--- config.mk ---
export PLATFORM = sky130hd
export DESIGN_NAME = lsu_l1d_req_queue
export DESIGN_NICKNAME = d
export VERILOG_FILES = /design/src/rtl/lsu_l1d_req_queue.sv
export SDC_FILE = /design/constraint.sdc
export NUM_CORES = 2
export LEC_CHECK = 0
export CAP_MARGIN = 0
export CORE_MARGIN = 1
export CORE_UTILIZATION = 40
export DETAILED_ROUTE_END_ITERATION = 7
export GPL_TIMING_DRIVEN = 0
export SLEW_MARGIN = 15
export SYNTH_ARGS = -nofsm -noshare
export SYNTH_HDL_FRONTEND = slang
export SYNTH_SLANG_ARGS = --single-unit
--- constraint.sdc ---
create_clock -name clk -period 6.45 [get_ports clk]
set_clock_uncertainty 0.1 [all_clocks]
set_input_delay 1.6125 -clock clk [delete_from_list [all_inputs] [get_ports clk]]
set_output_delay 1.6125 -clock clk [all_outputs]
set_load 0.1 [all_outputs]
--- src/rtl/lsu_l1d_req_queue.sv ---
// lsu_l1d_req_queue
//   In-order LSU request queue between dispatch and the L1D request ports.
//   Holds up to LSQ_ENTRY_NUM memory uops, issues them in program order
//   (loads on the ld channel, stores/fences on the st channel), tracks each
//   entry through L1D load replay and ROB writeback, retires in order and
//   drops everything on a flush.
//
//   Handshake rule: a request transfers on a cycle where vld_o & rdy_i are
//   both 1; while vld_o is 1 the payload outputs stay stable until that
//   cycle, and vld_o never depends on the matching rdy_i.
//
// Ports
//   clk, rst                 clock, asynchronous active-low reset
//   enq_*                    dispatch enqueue (vld/rdy) and uop payload
//   lsu_l1d_ld_req_*         load request channel to L1D
//   lsu_l1d_st_req_*         store / fence request channel to L1D
//   l1d_lsu_ld_replay_vld_i  replay of the load that handshook last cycle
//   l1d_lsu_wb_*             per-port writeback completions (by ROB index)
//   flush_i                  ROB flush; lsu_l1d_kill_req_o echoes it a cycle later
module lsu_l1d_req_queue #(
    parameter int LSQ_ENTRY_NUM  = 8,
    parameter int WB_PORT_NUM    = 2,
    parameter int ROB_TAG_WIDTH  = 6,
    parameter int PREG_TAG_WIDTH = 6,
    parameter int XLEN           = 64,
    parameter int IDX_W          = 6,
    parameter int OFS_W          = 6,
    parameter int TAG_W          = 8,
    parameter int LDU_OP_WIDTH   = 3,
    parameter int STU_OP_WIDTH   = 2,
    parameter int OP_W           = (LDU_OP_WIDTH > STU_OP_WIDTH) ? LDU_OP_WIDTH : STU_OP_WIDTH
) (
    input  logic                                 clk,
    input  logic                                 rst,
    input  logic                                 enq_vld_i,
    output logic                                 enq_rdy_o,
    input  logic [1:0]                           enq_type_i,
    input  logic [ROB_TAG_WIDTH-1:0]             enq_rob_index_i,
    input  logic [PREG_TAG_WIDTH-1:0]            enq_rd_addr_i,
    input  logic [OP_W-1:0]                      enq_opcode_i,
    input  logic [TAG_W+IDX_W+OFS_W-1:0]         enq_addr_i,
    input  logic [XLEN-1:0]                      enq_data_i,
    input  logic                                 l1d_lsu_ld_req_rdy_i,
    output logic                                 lsu_l1d_ld_req_vld_o,
    output logic [ROB_TAG_WIDTH-1:0]             lsu_l1d_ld_req_rob_index_o,
    output logic [PREG_TAG_WIDTH-1:0]            lsu_l1d_ld_req_rd_addr_o,
    output logic [LDU_OP_WIDTH-1:0]              lsu_l1d_ld_req_opcode_o,
    output logic [IDX_W-1:0]                     lsu_l1d_ld_req_index_o,
    output logic [OFS_W-1:0]                     lsu_l1d_ld_req_offset_o,
    output logic [TAG_W-1:0]                     lsu_l1d_ld_req_vtag_o,
    input  logic                                 l1d_lsu_st_req_rdy_i,
    output logic                                 lsu_l1d_st_req_vld_o,
    output logic                                 lsu_l1d_st_req_is_fence_o,
    output logic [ROB_TAG_WIDTH-1:0]             lsu_l1d_st_req_rob_index_o,
    output logic [STU_OP_WIDTH-1:0]              lsu_l1d_st_req_opcode_o,
    output logic [TAG_W+IDX_W+OFS_W-1:0]         lsu_l1d_st_req_paddr_o,
    output logic [XLEN-1:0]                      lsu_l1d_st_req_data_o,
    input  logic                                 l1d_lsu_ld_replay_vld_i,
    input  logic [WB_PORT_NUM-1:0]               l1d_lsu_wb_vld_i,
    input  logic [WB_PORT_NUM*ROB_TAG_WIDTH-1:0] l1d_lsu_wb_rob_index_i,
    input  logic                                 flush_i,
    output logic                                 lsu_l1d_kill_req_o
);
    localparam int AW     = $clog2(LSQ_ENTRY_NUM);
    localparam int PTR_W  = AW + 1;
    localparam int ADDR_W = TAG_W + IDX_W + OFS_W;

    typedef enum logic [1:0] {E_IDLE, E_WAIT, E_ISSUED, E_DONE} ent_state_e;

    typedef struct packed {
        logic [1:0]                typ;
        logic [ROB_TAG_WIDTH-1:0]  rob;
        logic [PREG_TAG_WIDTH-1:0] rd;
        logic [OP_W-1:0]           op;
        logic [ADDR_W-1:0]         addr;
        logic [XLEN-1:0]           data;
    } ent_t;

    ent_state_e       state_q [LSQ_ENTRY_NUM];
    ent_state_e       state_d [LSQ_ENTRY_NUM];
    ent_t             ent_q   [LSQ_ENTRY_NUM];
    ent_t             ent_d   [LSQ_ENTRY_NUM];
    logic [PTR_W-1:0] head_q, head_d, issue_q, issue_d, tail_q, tail_d;
    logic [PTR_W-1:0] win_ptr_q, win_ptr_d;
    logic             win_q, win_d;
    logic             kill_q, kill_d;

    logic             full, present, iss_is_ld, ld_vld, st_vld, ld_hs, st_hs, is_fence;
    ent_t             iss_ent;

    // Same index with different wrap bits means the tail has lapped the head.
    assign full      = (head_q[AW] != tail_q[AW]) && (head_q[AW-1:0] == tail_q[AW-1:0]);
    assign enq_rdy_o = ~full & ~flush_i;

    assign iss_ent   = ent_q[issue_q[AW-1:0]];
    // win_q marks the cycle after a load handshake, reserved for its replay.
    assign present   = (state_q[issue_q[AW-1:0]] == E_WAIT) & ~win_q & ~flush_i;
    assign iss_is_ld = (iss_ent.typ == 2'd0);
    assign is_fence  = (iss_ent.typ == 2'd2);
    assign ld_vld    = present & iss_is_ld;
    assign st_vld    = present & ~iss_is_ld;
    assign ld_hs     = ld_vld & l1d_lsu_ld_req_rdy_i;
    assign st_hs     = st_vld & l1d_lsu_st_req_rdy_i;

    // Payload is forced to zero whenever its channel is idle, which also
    // keeps every payload output at 0 while reset is asserted.
    assign lsu_l1d_ld_req_vld_o       = ld_vld;
    assign lsu_l1d_ld_req_rob_index_o = ld_vld ? iss_ent.rob : '0;
    assign lsu_l1d_ld_req_rd_addr_o   = ld_vld ? iss_ent.rd : '0;
    assign lsu_l1d_ld_req_opcode_o    = ld_vld ? iss_ent.op[LDU_OP_WIDTH-1:0] : '0;
    assign lsu_l1d_ld_req_vtag_o      = ld_vld ? iss_ent.addr[ADDR_W-1 -: TAG_W] : '0;
    assign lsu_l1d_ld_req_index_o     = ld_vld ? iss_ent.addr[OFS_W +: IDX_W] : '0;
    assign lsu_l1d_ld_req_offset_o    = ld_vld ? iss_ent.addr[OFS_W-1:0] : '0;

    assign lsu_l1d_st_req_vld_o       = st_vld;
    assign lsu_l1d_st_req_is_fence_o  = st_vld & is_fence;
    assign lsu_l1d_st_req_rob_index_o = st_vld ? iss_ent.rob : '0;
    assign lsu_l1d_st_req_opcode_o    = st_vld ? iss_ent.op[STU_OP_WIDTH-1:0] : '0;
    assign lsu_l1d_st_req_paddr_o     = st_vld ? iss_ent.addr : '0;
    assign lsu_l1d_st_req_data_o      = (st_vld && !is_fence) ? iss_ent.data : '0;

    assign lsu_l1d_kill_req_o         = kill_q;

    always_comb begin
        state_d   = state_q;
        ent_d     = ent_q;
        head_d    = head_q;
        issue_d   = issue_q;
        tail_d    = tail_q;
        win_d     = 1'b0;
        win_ptr_d = win_ptr_q;
        kill_d    = flush_i;

        for (int p = 0; p < WB_PORT_NUM; p++) begin
            for (int i = 0; i < LSQ_ENTRY_NUM; i++) begin
                if (l1d_lsu_wb_vld_i[p] && state_q[i] == E_ISSUED &&
                    ent_q[i].rob == l1d_lsu_wb_rob_index_i[p*ROB_TAG_WIDTH +: ROB_TAG_WIDTH]) begin
                    state_d[i] = E_DONE;
                end
            end
        end

        // Retire looks at the registered state, so a completion retires no
        // earlier than the cycle after its writeback.
        if (state_q[head_q[AW-1:0]] == E_DONE) begin
            state_d[head_q[AW-1:0]] = E_IDLE;
            head_d = head_q + PTR_W'(1);
        end

        if (ld_hs || st_hs) begin
            state_d[issue_q[AW-1:0]] = E_ISSUED;
            issue_d = issue_q + PTR_W'(1);
        end

        if (ld_hs) begin
            win_d     = 1'b1;
            win_ptr_d = issue_q;
        end

        // Nothing issues inside the window, so every entry from win_ptr_q
        // onward is still WAIT and rewinding the issue pointer is safe.
        if (win_q && l1d_lsu_ld_replay_vld_i) begin
            state_d[win_ptr_q[AW-1:0]] = E_WAIT;
            issue_d = win_ptr_q;
        end

        if (enq_vld_i && enq_rdy_o) begin
            state_d[tail_q[AW-1:0]] = E_WAIT;
            ent_d[tail_q[AW-1:0]]   = '{typ: enq_type_i, rob: enq_rob_index_i, rd: enq_rd_addr_i,
                                        op: enq_opcode_i, addr: enq_addr_i, data: enq_data_i};
            tail_d = tail_q + PTR_W'(1);
        end

        if (flush_i) begin
            for (int i = 0; i < LSQ_ENTRY_NUM; i++) begin
                state_d[i] = E_IDLE;
            end
            head_d    = '0;
            issue_d   = '0;
            tail_d    = '0;
            win_d     = 1'b0;
            win_ptr_d = '0;
        end
    end

    always_ff @(posedge clk or negedge rst) begin
        if (!rst) begin
            for (int i = 0; i < LSQ_ENTRY_NUM; i++) begin
                state_q[i] <= E_IDLE;
                ent_q[i]   <= '0;
            end
            head_q    <= '0;
            issue_q   <= '0;
            tail_q    <= '0;
            win_q     <= 1'b0;
            win_ptr_q <= '0;
            kill_q    <= 1'b0;
        end else begin
            for (int i = 0; i < LSQ_ENTRY_NUM; i++) begin
                state_q[i] <= state_d[i];
                ent_q[i]   <= ent_d[i];
            end
            head_q    <= head_d;
            issue_q   <= issue_d;
            tail_q    <= tail_d;
            win_q     <= win_d;
            win_ptr_q <= win_ptr_d;
            kill_q    <= kill_d;
        end
    end
endmodule

==> impl_metrics.py <==
metrics = {
    "final_layout": {
        "finalCoreUtilization_pct": 49.3,
        "layout-drive-gt1-share_pct": 41.9,
        "layout.nets": 3305,
        "area_growth_syn_to_layout_pct": 21.6,
        "fin_area_sq_um": 46100,
    },
    "grt": {
        "antenna_found_initial": 24,
        "grtUsageTotal_pct": 28.6,
        "grt_remaining_overflow": 0,
        "grt_pass1_vias": 28700,
        "grt_max_degree": 115,
        "grt_pass1_wl_mm": 199,
    },
    "synthesis": {
        "syn_area_sq_um": 37900,
        "synth_area_per_cell_sq_um": 13.4,
        "synth_cell_types": 57,
        "async_flop_share_pct": 100,
        "synthTopCellsByArea": "dfrtp_1, mux2_2, o22ai_1",
        "yosysTopAreaCellShare_pct": 55.4,
        "syn_nets": 2960,
        "netlist_top_cells_count": "dfrtp_1, mux2_2, o22ai_1",
        "synth_edf_count": 0,
        "synth_area_leader_cell": "dfrtp_1",
        "syn_inst": 2835,
        "ys.flop_type": "dfrtp_1",
        "yosys_warnings": 0,
        "synth_seq_area_share_pct": 55.4,
        "ys_ff_latch": 840,
    },
    "worst_setup_path": {
        "worstPathArrival_ns": 4.66,
        "crit_path_frequent_cell": "buf_4",
        "critical-path-slowest-cell": "clkdlybuf4s50_1",
        "critPathLaunchType": "primary input",
        "worstSetupEndpointType": "output port",
        "cp_data_required_time_ns": 4.74,
        "slowest_delay_ns": 0.45,
        "critPathMaxFanout": 10,
        "path_cells": "clkdlybuf4s50_1, clkbuf_2, or2_2, a221o_1, a211oi_4, buf_4, nand2_8, buf_2, nor2_2, buf_4",
        "crit_type": "primary input to output port",
    },
    "power": {
        "powerDensity_nw_per_um2": 320,
        "vdd_drop_max_mv": 0.196,
        "leakagePower_nw": 20.6,
    },
    "timing": {
        "rsz0062_at_grt": "no",
        "fin_crit_ns": 6.38,
        "max_freq_mhz": 157,
        "drv_slew": 0,
        "finalHoldViolations": 0,
        "relSlewSlack_pct": 12.3,
        "finalSetupViolCount": 0,
        "tightestPinTransition_ns": 1.32,
        "post-route-period-util_pct": 98.8,
    },
    "detailed_routing": {
        "drt_iter0_markers": 2089,
        "post-route-drc-count": 0,
        "postRouteAntennaNets": 0,
        "drt_first_pass_iters": 6,
        "vias_per_cell": 6.05,
        "wire_per_inst_um": 30.5,
        "via_count": 27300,
        "drt-total-wl_mm": 137,
    },
    "clock_tree": {
        "hold_buffers": 0,
        "cts-buffers-inserted": 91,
        "clock-root-buffer": "clkbuf_16",
        "htree_levels": 3,
        "clk_pin_slew_worst_paths_ns": 0.06,
        "clockBufferDepth": 3,
        "cts_tree": "built",
        "clock_latency_ns": 0.67,
        "cts_sinks": 840,
    },
    "die": {
        "fp-row-count": 112,
        "coreArea_sq_um": 93600,
        "initial_core_util_pct": 40.5,
        "chipWidth_um": 310,
        "ios": 254,
        "die_area_sq_um": 96000,
        "dieHeight_um": 310,
    },
    "outcome": {
        "status": "completed",
    },
    "placed_design": {
        "gp_congestion": 0.916,
        "dpl_cell_area_sq_um": 43000,
        "dp_hpwl_mm": 93.2,
        "io_buffers": 239,
    },
    "min_path": {
        "min_path_type": "flip-flop to flip-flop",
    },
    "job": {
        "drv_cap": 0,
    },
}
==> where the power goes <==
part | leakage, nW | total, W | switching, W | internal [W]
clock network | 1.54 | 0.00545 | 0.00220 | 0.00325
registers | 11.0 | 0.00684 | 0.000593 | 0.00625
logic | 8.04 | 0.00248 | 0.00125 | 0.00123
==> cell type report <==
type	instances	area, sq um
repair buffers	252	2450
clock buffers	137	2740
fillers	8271	47500
inverters	15	56.3
multi-input cells	1765	16900
plain buffers	215	1040
well taps	1254	1570
flip-flops and latches	840	21000
diodes	6	15.0
clock inverters	26	367
==> per-layer routing <==
layer	part of all wire, %	track usage (%)	vias up
met5	0.13	0	-
met4	4.1	11.3	28
met3	7.3	5.98	307
met2	47	46.4	1081
met1	41	37.5	14500
li1	-	-	11400
==> worst max-delay path, delay by kind of cell <==
kind / cells / cell delay [ns]
AOI/OAI and AO/OA: 2 / 0.64
and+or+nand+nor: 3 / 0.84
buffers and inverters: 5 / 1.56
==> layout by cell type, fill, tap and decap left out, types with 8 or more instances in the layout <==
master	n
mux2_2	840
dfrtp_1	840
o22ai_1	217
buf_2	116
clkdlybuf4s50_1	108
nor2_1	94
clkbuf_16	93
clkbuf_1	85
o221ai_1	75
xnor2_1	63
o22a_1	62
nor4_4	58
buf_4	54
xor2_1	41
nand2_1	38
clkbuf_2	34
nand3_1	30
o21ai_0	26
clkbuf_8	26
buf_6	23
clkbuf_4	20
nor4_1	19
clkdlybuf4s15_2	18
mux4_2	17
mux2i_1	17
nor2b_1	16
inv_1	15
and2_1	12
nor3_1	12
clkinv_2	12
a21oi_1	11
buf_1	9
nand4_1	9
or4_1	8
bufinv_16	8
buf_16	8
==> path summary, 6_finish.rpt <==
kind / from / to / slack [ns] / cells past startpoint
max in group asynchronous: rst / ent_q[629] / 3.67 / 4
min reg2reg: ent_q[78] / ent_q[78] / 0.40 / 1
max: flush_i / lsu_l1d_st_req_data_o[53] / 0.07 / 10
min in group asynchronous: rst / ent_q[703] / 0.74 / 1
min: ent_q[78] / ent_q[78] / 0.40 / 1
max reg2reg: head_q[2] / ent_q[530] / 2.77 / 8
==> cell families (layout without fill, tap and decap cells) <==
family | count (synthesis) | after routing | synth area share, %
buf+inv | 230 | 645 | 2.61
fa+ha+maj | 3 | 3 | 0.0990
other cells | 0 | 6 | 0
compound gates | 449 | 449 | 8.54
xor+xnor | 104 | 104 | 2.40
flops | 840 | 840 | 55.4
mux | 874 | 874 | 26.4
simple gates | 335 | 335 | 4.53
==> sequential cells by signal (all words and copies together), names as in the netlist <==
name and cells:
tail_q 4, issue_q 3, win_q 1, state_q 16, lsu_l1d_kill_req_o 1, head_q 4
win_ptr_q 3, ent_q 808
==> per-stage QoR <==
stage | TNS (ns) | hold slack (ns) | instances | setup slack [ns] | total power (W)
finish | 0 | 0.404 | 4510 | 0.0742 | 0.0148
global route | 0 | 0.410 | 4506 | 0.00978 | 0.0153
CTS | 0 | 0.403 | 4504 | 0.00610 | 0.0148
detailed placement | -149.79 | 0.390 | 4339 | -1.67 | 0.00937
global placement | - | 0.381 | 4328 | -31.97 | 0.00924
floorplan | -8.35 | 0.374 | 2835 | -1.14 | 0.00850
==> repair_timing <==
| action | 4_1_cts | 5_1_grt |
|---|---|---|
| setup endpoints to repair | 130 | 85 |
| endpoints found under the hold margin | 0 | 0 |
| resized for setup | 732 | 74 |
| buffers inserted | 2 | 0 |
| pin swaps | 7 | 4 |
Note: power is estimated with default switching activity, not from simulation.
